==> src/rtl/keypad_scanner.sv <==
// ---------------------------------------------------------------------------
// keypad_scanner
//
// Scans a 4x4 active-low matrix keypad one column at a time, synchronises
// the row returns into the clk_raw domain, debounces whole-keypad snapshots
// and encodes the accepted state into the 12-bit keystroke vector used by
// core.
//
// Ports:
//   clk_raw    in   1   system clock
//   rst_n      in   1   asynchronous active-low reset
//   row_n      in   4   row returns, active-low, asynchronous to clk_raw
//   col_n      out  4   column drive, active-low, at most one bit low
//   keystroke  out 12   [3:0] column one-hot, [7:4] row one-hot,
//                       [8] pressed, [9] long-press, [10] multi-key,
//                       [11] auto-repeat pulse
//   key_event  out  1   one-cycle pulse when keystroke[10:0] changes
//                       (and on every auto-repeat pulse)
//
// Build option:
//   KEYPAD_REPEAT_EN  when defined, builds the auto-repeat counter that
//                     drives keystroke[11]; otherwise keystroke[11] is 0.
//
// Snapshot layout: bit 4*c + r is row r seen while column c was driven.
// ---------------------------------------------------------------------------
module keypad_scanner #(
  parameter int SCAN_CYC       = 4096,
  parameter int DEBOUNCE_SCANS = 4,
  parameter int HOLD_SCANS     = 256,
  parameter int REPEAT_SCANS   = 64
) (
  input  logic        clk_raw,
  input  logic        rst_n,
  input  logic [3:0]  row_n,
  output logic [3:0]  col_n,
  output logic [11:0] keystroke,
  output logic        key_event
);

  localparam int CYC_W = (SCAN_CYC > 1) ? $clog2(SCAN_CYC) : 1;
  localparam int STB_W = $clog2(DEBOUNCE_SCANS + 1);
  localparam int HLD_W = (HOLD_SCANS > 0) ? $clog2(HOLD_SCANS + 1) : 1;

  localparam logic [CYC_W-1:0] CYC_ZERO = {CYC_W{1'b0}};
  localparam logic [CYC_W-1:0] CYC_ONE  = CYC_W'(1);
  localparam logic [CYC_W-1:0] CYC_LAST = CYC_W'(SCAN_CYC - 1);
  localparam logic [STB_W-1:0] STB_ZERO = {STB_W{1'b0}};
  localparam logic [STB_W-1:0] STB_ONE  = STB_W'(1);
  localparam logic [STB_W-1:0] STB_MAX  = STB_W'(DEBOUNCE_SCANS);
  localparam logic [HLD_W-1:0] HLD_ZERO = {HLD_W{1'b0}};
  localparam logic [HLD_W-1:0] HLD_ONE  = HLD_W'(1);
  localparam logic [HLD_W-1:0] HLD_MAX  = HLD_W'(HOLD_SCANS);

  // S_IDLE only exists while reset is held; the first edge afterwards
  // starts DRIVE0.
  typedef enum logic [2:0] {
    S_IDLE   = 3'd0,
    S_DRIVE0 = 3'd1,
    S_DRIVE1 = 3'd2,
    S_DRIVE2 = 3'd3,
    S_DRIVE3 = 3'd4
  } scan_state_e;

  scan_state_e      state_q, state_d;
  logic [CYC_W-1:0] cyc_cnt_q, cyc_cnt_d;
  logic [3:0]       col_n_q, col_n_d;
  logic [1:0]       col_idx_s;
  logic             col_last_s;
  logic             pass_end_s;

  logic [3:0]       row_meta_q, row_sync_q;
  logic [3:0]       rows_s;

  logic [15:0]      snap_q, snap_full_s, prev_snap_q, acc_snap_q;
  logic [STB_W-1:0] stable_cnt_q, stable_cnt_d;
  logic             acc_valid_q;

  logic [4:0]       key_cnt_s;
  logic [3:0]       key_idx_s;
  logic [8:0]       single_code_s;
  logic             same_key_s;
  logic [HLD_W-1:0] hold_cnt_q, hold_cnt_d;
  logic [11:0]      keystroke_q, keystroke_d;
  logic             key_event_q, key_event_d;
  logic             rep_pulse_s;

  // Number of closed contacts in a snapshot.
  function automatic logic [4:0] key_count(input logic [15:0] v);
    logic [4:0] n;
    n = 5'd0;
    for (int i = 0; i < 16; i++) begin
      n = n + {4'd0, v[i]};
    end
    return n;
  endfunction

  // Position of the lowest closed contact (only meaningful for one key).
  function automatic logic [3:0] key_index(input logic [15:0] v);
    logic [3:0] idx;
    idx = 4'd0;
    for (int i = 15; i >= 0; i--) begin
      if (v[i]) begin
        idx = 4'(i);
      end
    end
    return idx;
  endfunction

  // Two-flop row synchroniser; resets to the idle (no key) level.
  always_ff @(posedge clk_raw or negedge rst_n) begin
    if (!rst_n) begin
      row_meta_q <= 4'b1111;
      row_sync_q <= 4'b1111;
    end else begin
      row_meta_q <= row_n;
      row_sync_q <= row_meta_q;
    end
  end

  assign rows_s = ~row_sync_q;

  // Scan FSM state and dwell counter registers.
  always_ff @(posedge clk_raw or negedge rst_n) begin
    if (!rst_n) begin
      state_q   <= S_IDLE;
      cyc_cnt_q <= CYC_ZERO;
      col_n_q   <= 4'b1111;
    end else begin
      state_q   <= state_d;
      cyc_cnt_q <= cyc_cnt_d;
      col_n_q   <= col_n_d;
    end
  end

  assign col_last_s = (state_q != S_IDLE) && (cyc_cnt_q == CYC_LAST);
  assign pass_end_s = col_last_s && (state_q == S_DRIVE3);

  // Scan FSM next state: each column dwells SCAN_CYC cycles, 3 wraps to 0.
  always_comb begin
    state_d   = state_q;
    col_idx_s = 2'd0;
    case (state_q)
      S_IDLE: begin
        state_d = S_DRIVE0;
      end
      S_DRIVE0: begin
        col_idx_s = 2'd0;
        if (col_last_s) state_d = S_DRIVE1;
        else            state_d = S_DRIVE0;
      end
      S_DRIVE1: begin
        col_idx_s = 2'd1;
        if (col_last_s) state_d = S_DRIVE2;
        else            state_d = S_DRIVE1;
      end
      S_DRIVE2: begin
        col_idx_s = 2'd2;
        if (col_last_s) state_d = S_DRIVE3;
        else            state_d = S_DRIVE2;
      end
      S_DRIVE3: begin
        col_idx_s = 2'd3;
        if (col_last_s) state_d = S_DRIVE0;
        else            state_d = S_DRIVE3;
      end
      default: begin
        state_d = S_IDLE;
      end
    endcase

    if (state_q == S_IDLE || col_last_s) begin
      cyc_cnt_d = CYC_ZERO;
    end else begin
      cyc_cnt_d = cyc_cnt_q + CYC_ONE;
    end
  end

  // Column drive decoded from the next state so col_n is a plain register.
  always_comb begin
    col_n_d = 4'b1111;
    case (state_d)
      S_DRIVE0: col_n_d = 4'b1110;
      S_DRIVE1: col_n_d = 4'b1101;
      S_DRIVE2: col_n_d = 4'b1011;
      S_DRIVE3: col_n_d = 4'b0111;
      default:  col_n_d = 4'b1111;
    endcase
  end

  // Capture the synchronised rows on the last cycle of each column.
  always_ff @(posedge clk_raw or negedge rst_n) begin
    if (!rst_n) begin
      snap_q <= 16'h0000;
    end else if (col_last_s) begin
      snap_q[{col_idx_s, 2'b00} +: 4] <= rows_s;
    end else begin
      snap_q <= snap_q;
    end
  end

  // Column 3 rows are sampled in the pass-end cycle itself, so merge them in.
  assign snap_full_s = {rows_s, snap_q[11:0]};

  // Consecutive-identical-pass counter, saturating at DEBOUNCE_SCANS.
  always_comb begin
    if (snap_full_s == prev_snap_q) begin
      if (stable_cnt_q == STB_MAX) stable_cnt_d = STB_MAX;
      else                         stable_cnt_d = stable_cnt_q + STB_ONE;
    end else begin
      stable_cnt_d = STB_ONE;
    end
  end

  // Pass-end bookkeeping; acc_valid_q marks an accepted pass for one cycle.
  always_ff @(posedge clk_raw or negedge rst_n) begin
    if (!rst_n) begin
      prev_snap_q  <= 16'h0000;
      stable_cnt_q <= STB_ZERO;
      acc_valid_q  <= 1'b0;
      acc_snap_q   <= 16'h0000;
    end else if (pass_end_s) begin
      prev_snap_q  <= snap_full_s;
      stable_cnt_q <= stable_cnt_d;
      acc_valid_q  <= (stable_cnt_d == STB_MAX);
      acc_snap_q   <= snap_full_s;
    end else begin
      acc_valid_q  <= 1'b0;
    end
  end

  assign key_cnt_s     = key_count(acc_snap_q);
  assign key_idx_s     = key_index(acc_snap_q);
  // {pressed, row one-hot, column one-hot}; idx = 4*column + row.
  assign single_code_s = {1'b1, 4'b0001 << key_idx_s[1:0], 4'b0001 << key_idx_s[3:2]};
  // Same single key as currently reported.
  assign same_key_s    = keystroke_q[8] && !keystroke_q[10] &&
                         (keystroke_q[7:0] == single_code_s[7:0]);

`ifdef KEYPAD_REPEAT_EN
  localparam int REP_W = $clog2(REPEAT_SCANS + 1);
  localparam logic [REP_W-1:0] REP_ZERO = {REP_W{1'b0}};
  localparam logic [REP_W-1:0] REP_ONE  = REP_W'(1);
  localparam logic [REP_W-1:0] REP_LAST = REP_W'(REPEAT_SCANS - 1);

  logic [REP_W-1:0] rep_cnt_q, rep_cnt_d;

  // Repeat counter only runs once long-press is already reported.
  always_comb begin
    rep_cnt_d   = rep_cnt_q;
    rep_pulse_s = 1'b0;
    if (acc_valid_q) begin
      if ((key_cnt_s == 5'd1) && same_key_s && keystroke_q[9]) begin
        if (rep_cnt_q == REP_LAST) begin
          rep_cnt_d   = REP_ZERO;
          rep_pulse_s = 1'b1;
        end else begin
          rep_cnt_d   = rep_cnt_q + REP_ONE;
        end
      end else begin
        rep_cnt_d = REP_ZERO;
      end
    end else begin
      rep_cnt_d = rep_cnt_q;
    end
  end

  // Repeat counter register.
  always_ff @(posedge clk_raw or negedge rst_n) begin
    if (!rst_n) begin
      rep_cnt_q <= REP_ZERO;
    end else begin
      rep_cnt_q <= rep_cnt_d;
    end
  end
`else
  logic unused_repeat_s;
  assign unused_repeat_s = (REPEAT_SCANS > 0);
  assign rep_pulse_s     = 1'b0;
`endif

  // Encode an accepted snapshot; between accepted passes the code holds.
  always_comb begin
    keystroke_d = {1'b0, keystroke_q[10:0]};
    key_event_d = 1'b0;
    hold_cnt_d  = hold_cnt_q;
    if (acc_valid_q) begin
      if (key_cnt_s == 5'd0) begin
        keystroke_d[10:0] = 11'h000;
        hold_cnt_d        = HLD_ZERO;
      end else if (key_cnt_s == 5'd1) begin
        if (same_key_s) begin
          if (hold_cnt_q == HLD_MAX) hold_cnt_d = HLD_MAX;
          else                       hold_cnt_d = hold_cnt_q + HLD_ONE;
        end else begin
          hold_cnt_d = HLD_ZERO;
        end
        keystroke_d[10:0] = {1'b0, (hold_cnt_d == HLD_MAX), single_code_s};
      end else begin
        keystroke_d[10:0] = 11'h500;
        hold_cnt_d        = HLD_ZERO;
      end
      keystroke_d[11] = rep_pulse_s;
      key_event_d     = (keystroke_d[10:0] != keystroke_q[10:0]) || rep_pulse_s;
    end else begin
      keystroke_d[11] = 1'b0;
      key_event_d     = 1'b0;
    end
  end

  // Output and hold-counter registers.
  always_ff @(posedge clk_raw or negedge rst_n) begin
    if (!rst_n) begin
      keystroke_q <= 12'h000;
      key_event_q <= 1'b0;
      hold_cnt_q  <= HLD_ZERO;
    end else begin
      keystroke_q <= keystroke_d;
      key_event_q <= key_event_d;
      hold_cnt_q  <= hold_cnt_d;
    end
  end

  assign col_n     = col_n_q;
  assign keystroke = keystroke_q;
  assign key_event = key_event_q;

endmodule
==> config.mk <==
export PLATFORM = sky130hd
export DESIGN_NAME = keypad_scanner
export DESIGN_NICKNAME = d
export VERILOG_FILES = /design/src/rtl/keypad_scanner.sv
export SDC_FILE = /design/constraint.sdc
export NUM_CORES = 1
export LEC_CHECK = 0
export BUFFER_PORTS_ARGS = -buffer_cell sky130_fd_sc_hd__clkbuf_2
export CAP_MARGIN = 5
export CORE_MARGIN = 8
export CORE_UTILIZATION = 55
export CTS_CLUSTER_DIAMETER = 120
export CTS_CLUSTER_SIZE = 30
export DETAILED_ROUTE_END_ITERATION = 16
export PLACE_DENSITY = 0.72
export REMOVE_ABC_BUFFERS = 1
export SETUP_SLACK_MARGIN = 0.1
export SLEW_MARGIN = 20
export SYNTH_ARGS = -nofsm -noshare
export SYNTH_HDL_FRONTEND = slang
export SYNTH_SLANG_ARGS = --single-unit
==> constraint.sdc <==
create_clock -name clk_raw -period 12.9 [get_ports clk_raw]
set_clock_uncertainty 0.05 [all_clocks]
set_input_delay 2.58 -clock clk_raw [delete_from_list [all_inputs] [get_ports clk_raw]]
set_output_delay 2.58 -clock clk_raw [all_outputs]
set_load 0.1 [all_outputs]
; Word level (Yosys, flattened, before mapping)
; Index checks and enable logic that the tools add are counted.
[totals]
register_bits = 84
latchBits = 0
ramBits = 0
rom_bits = 0
mem_count = 0
[classes]
n_addsub = 19
mul = 0
n_div = 0
order_cmp = 0
eq_ne = 17
n_shift = 4
mux = 39
bitwise_logic = 1
n_reduce_logical = 9
[ops]
columns = operator, n
row1 = 4-bit 2-to-1 mux, 16
row2 = 9-bit 2-to-1 mux, 7
row3 = 5-bit by 1-bit adder with 5-bit output, 11
row4 = 11-bit 2-to-1 mux, 3
row5 = 9-bit equality test (second input constant), 2
row6 = 16-bit bitwise mux, 1
row7 = 16-bit equality test, 1
row8 = 4-bit one-hot mux with 4 select lines, 1
row9 = 4-bit by 6-bit variable shift with 16-bit output (first input constant), 1
row10 = 4-bit by 6-bit variable part select with 16-bit output, 1
row11 = 3-bit one-hot mux with 5 select lines, 1
row12 = 12-bit by 1-bit adder with 12-bit output (second input constant), 1
row13 = 12-bit equality test (second input constant), 1
row14 = 3-bit by 2-bit equality test with 1-bit output (second input constant), 4
row15 = 3-bit equality test (second input constant), 4
row16 = 12-bit 2-to-1 mux, 1
row17 = 3-bit 2-to-1 mux, 4
row18 = 11-bit != test, 1
row19 = 9-bit by 1-bit adder with 9-bit output (second input constant), 1
row20 = 8-bit equality test, 1
row21 = 1-bit by 2-bit left shift with 4-bit output (first input constant), 2
row22 = 3-bit by 1-bit equality test with 1-bit output (second input constant), 2
row23 = 4-bit negation with 6-bit output, 1
row24 = 2-bit one-hot mux with 3 select lines, 1
row25 = other kinds (15), 20

; Longest topological paths before layout
[depth]
ltp_word = 29
ltp_mapped = 18
ltp_nobuf = 18

; Worst setup path after synthesis
; Ideal clock, no wire load.
[synth_path]
path_type = reg-to-reg
startpoint = register acc_snap_q[11]
endpoint = register key_event_q, in the netlist key_event
setup_time_ns = 0.089
arrival_ns = 5.378
required_ns = 12.761
setup_slack_ns = 7.383
path_stages_with_launch = 19
n_path_buf = 0
path_cell_list = dfrtp_1 > fa_1 > inv_1 > fa_1 > inv_1 > fa_1 > inv_1 > fa_1 > inv_1 > ha_1 > inv_1 > fa_1 > or3b_4 > a2111oi_4 > nand2_1 > a2111oi_4 > o311ai_2 > or4_1 > a41oi_1
[synth_via]
elab_chain_len = 25
[synth_rtl]
columns = element, line_no
row1 = "start, declared", 74  ; logic [15:0] snap_q, snap_full_s, prev_snap_q, acc_snap_q;
row2 = "start signal, assigned", 225  ; acc_snap_q <= snap_full_s;
row3 = "parallel branches: the longest is 21 deep, another holds 5-bit by 1-bit adder with 5-bit output", n/a
row4 = 11-bit 2-to-1 mux (*), 287  ; if (key_cnt_s == 5'd0) begin
row5 = 11-bit 2-to-1 mux (*), 286  ; if (acc_valid_q) begin
row6 = 11-bit != test (*), 303  ; key_event_d = (keystroke_d[10:0] != keystroke_q[10:0]) || rep_pulse_s;
row7 = 1-bit 2-to-1 mux (*), 286
row8 = net key_event_d, 84  ; logic key_event_q, key_event_d;
row9 = "end signal, assigned", 318  ; key_event_q <= key_event_d;
row10 = "end, declared", 84
; Mark *: on every way through the listed nets, which the timed path passes. The select of a mux whose other input is x is not followed.
; A chain may end at the register's enable or synchronous reset.

; Worst setup path in the final report
; Same ends and word-level chain as after synthesis.

==> results by group <==
Pwr
  • Power Dens Cells: 85.8 nW/um^2
  • Clk pwr share: between 30% and 40%
  • Net Sw Power: approximately 0.11 mW
  • Total power: about 0.43 mW
  • Max rail drop VDD: 0.0648 mV
  • Sequential power share: 58.8%
  • Int Pwr: 0.326 mW
  • Switching Fraction: between 20% and 30%
  • Leak Pwr: 2.16 nW
  • Comb pwr share: 1.7%

CTS
  • Clock transition at path regs: about 0.090 ns
  • CTS tree: built
  • Clock buffer depth: 2
  • Clock root cell: clkbuf_8
  • H-tree depth: 3
  • Hold_buf cts: 0
  • Clock Latency Late Sink: 0.36 ns
  • CTS buffer count: 9
  • Post_cts resized: 0
  • CTS Sinks: 80
  • Setup Buffers After CTS: 0

Route
  • First-pass DRT Iterations: 4
  • DR vias: between 3000 and 4000
  • Remaining antenna violation count: 0
  • DRT Wirelength: 9.39 mm
  • 1st-iter DRT viols: around 140
  • Vias per cell: 5.97
  • WL/cell: 15.9 um
  • DRC: 0

Global routing
  • Largest net degree at the start of global routing: approximately 80
  • Vias in the first global route: about 3300
  • First-pass GRT wire length: about 16 mm
  • Tot GR Track Use: between 10% and 20%
  • Initial antenna violation count: 0
  • Grt total ovfl: 0

Critical path
  • Crit path launch type: register
  • Worst setup EP type: register
  • R2R Setup Slk: roughly 7 ns
  • CP Max Fanout: 8
  • Arrival time of the worst setup path: just over 6 ns
  • Kind of critical path: register to register
  • Req. time, crit path: approximately 13 ns

STA
  • Slew Limit Headroom: about a third
  • TNS Setup: 0 ns
  • F_max: 169 MHz
  • Setup violations, final: 0
  • Fin crit share: between 40% and 50%
  • Hold WS: approximately 0.3 ns
  • RSZ-0062 raised after global routing: false
  • Slew @ Worst Pin: 1.03 ns
  • Fin. max-slew vios: 0
  • Final worst-path setup slack: approximately 7 ns
  • Final hold vios: 0
  • Min cycle time layout: 5.91 ns

Floorplanning
  • Die width: approximately 110 um
  • Initial core utilization: between 50 and 60%
  • Die height: around 110 um
  • Row count: 33
  • I/O Pins: 23
  • Die area: 11800 um^2
  • Placeable Area: ~8300 um^2

Synth
  • Async set-reset flop share out of synthesis: 100%
  • Mean Syn Cell Area: between 10 and 15 um^2
  • Distinct cells, synth: 67
  • Top-area cell type share of the netlist area: between 30% and 40%
  • Cell types occupying the most area after synthesis: dfrtp_1 (36%), dfstp_2 (6.7%), xnor2_1 (4.3%)
  • Mapped Area: 4720 um^2
  • Main flop type after synthesis: dfrtp_1
  • Most frequent cells after synthesis: dfrtp_1 (68), nand2_1 (44), nor2_1 (35)
  • #FFs+latches synth: 80
  • Number of synthesized flops with an enable pin: 0
  • Cells after Synth: 468
  • Sequential fraction of the synthesis area: between 40% and 50%
  • Ys Warns: 0
  • Most common cell in the netlist: dfrtp_1
  • Cell taking the most area after synthesis: dfrtp_1

Status
  • Status: finished, final reports clean

Finish
  • Final cell area excluding filler cells: just over 5000 um^2
  • Area growth syn-to-layout: 6.89%
  • NumNets Final: 510
  • Fill cell count: roughly 700
  • Register Area: 2020 um^2
  • ANT cells: 0
  • Share of cells above drive strength 1: approximately 17%
  • Layout Cells excl Fill: between 500 and 600
  • Footprint of the multi-input gates: around 2500 um^2
  • Final Util: approximately three fifths

Placed design
  • Gpl congestion: ~0.86
  • Placed cell areas: between 4000 and 5000 um^2
  • Placed Cells: 575
  • Worst slack at placement: ~7 ns
  • Port Buffer Count: 21
  • Dpl hpwl: 6.85 mm

Flow run
  • Max_cap viols: 0

Min path
  • Hold/Removal Path Class: register to register
==> path summary, 6_finish.rpt <==
| kind | from | end | cells past startpoint |
|---|---|---|---|
| setup / recovery | acc_snap_q[11] | key_event | 18 |
| hold / removal | row_meta_q[3] | row_sync_q[3] | 0 |
| setup reg to reg | acc_snap_q[11] | key_event | 18 |
| hold reg to reg | row_meta_q[3] | row_sync_q[3] | 0 |
| max in group asynchronous | rst_n | acc_snap_q[7] | 1 |
| min in group asynchronous | rst_n | keystroke[8] | 1 |
==> cells by family (layout without fill, tap and decap cells) <==
logic type / after synthesis / in the layout / share of synthesized area, %
xor gates and xnor gates: 33 / 33 / 6.12
adders and majority gates: 23 / 23 / 7.69
DFF: 80 / 80 / 42.7
other: 1 / 1 / 0.0795
muxes: 18 / 18 / 4.22
buffers and inverters: 52 / 70 / 4.67
AOI/OAI and AO/OA: 97 / 97 / 16.1
and+or+nand+nor: 164 / 164 / 18.4
==> cells in the final DEF, fill, tap and decap left out, types with 3 or more instances in the layout <==
cell type / count
or2_2: 3
and3_1: 8
a21oi_1: 9
a21o_1: 4
or4_1: 6
a31oi_1: 4
o21ai_0: 16
inv_1: 33
a211oi_1: 4
clkbuf_8: 9
dfrtp_1: 68
xnor2_1: 23
a22o_1: 4
o31ai_1: 21
mux2i_1: 3
nor2_1: 35
mux2_2: 15
nand4_1: 10
nor2b_1: 4
or3_1: 4
ha_1: 13
dfstp_2: 12
nand3_1: 13
xor2_1: 10
fa_1: 10
nand2_1: 44
nor3_1: 6
nor4_1: 12
clkbuf_2: 20
o41ai_1: 3
nand3b_1: 4
o211ai_1: 3
o2bb2ai_1: 3
a32oi_1: 4
==> layout make-up <==
type | count | area share (%)
clock inverter | 7 | 1.09
clock buffer | 9 | 2.46
tap | 105 | 2.60
timing repair buffer | 21 | 2.21
inverter | 33 | 2.46
multi-input combinational | 336 | 49.2
sequential | 80 | 40.0
==> registers in the layout, summed over array words and instances (netlist names) <==
signal,count
row_sync_q,4
keystroke,11
col_n,4
key_event,1
state_q,3
acc_snap_q,16
acc_valid_q,1
hold_cnt_q,9
cyc_cnt_q,12
stable_cnt_q,3
row_meta_q,4
snap_q,12
==> routing by layer <==
| metal | GRT usage (%) | vias to the layer above | share of wire, % |
|---|---|---|---|
| li1 | - | 1712 | - |
| met1 | 22.1 | 1726 | 46 |
| met2 | 25.6 | 74 | 47 |
| met3 | 3.24 | 15 | 5.1 |
| met4 | 7.23 | 0 | 2.0 |
| met5 | 0 | - | 0 |
==> power by group through the flow <==
| stage | Clock, mW | Sequential [mW] | Combinational (mW) |
|---|---|---|---|
| CTS | 0.176 | 0.255 | 0.00791 |
| finish | 0.171 | 0.254 | 0.00752 |
| floorplan | 0 | 0.259 | 0.00197 |
| global placement | 0 | 0.259 | 0.00795 |
| detailed placement | 0 | 0.259 | 0.00791 |
| global route | 0.185 | 0.255 | 0.00893 |
==> critical path, cell delays in order, from the launching register on <==
cell and delay [ns]:
dfrtp_1 0.47, fa_1 0.56, inv_1 0.05, fa_1 0.47, inv_1 0.05, fa_1 0.47
inv_1 0.05, fa_1 0.42, inv_1 0.06, ha_1 0.15, inv_1 0.05, fa_1 0.46
or3b_4 0.39, a2111oi_4 0.54, nand2_1 0.25, a2111oi_4 0.41, o311ai_2 0.27, or4_1 0.45
a41oi_1 0.20
Power figures use the tool's default switching activity.
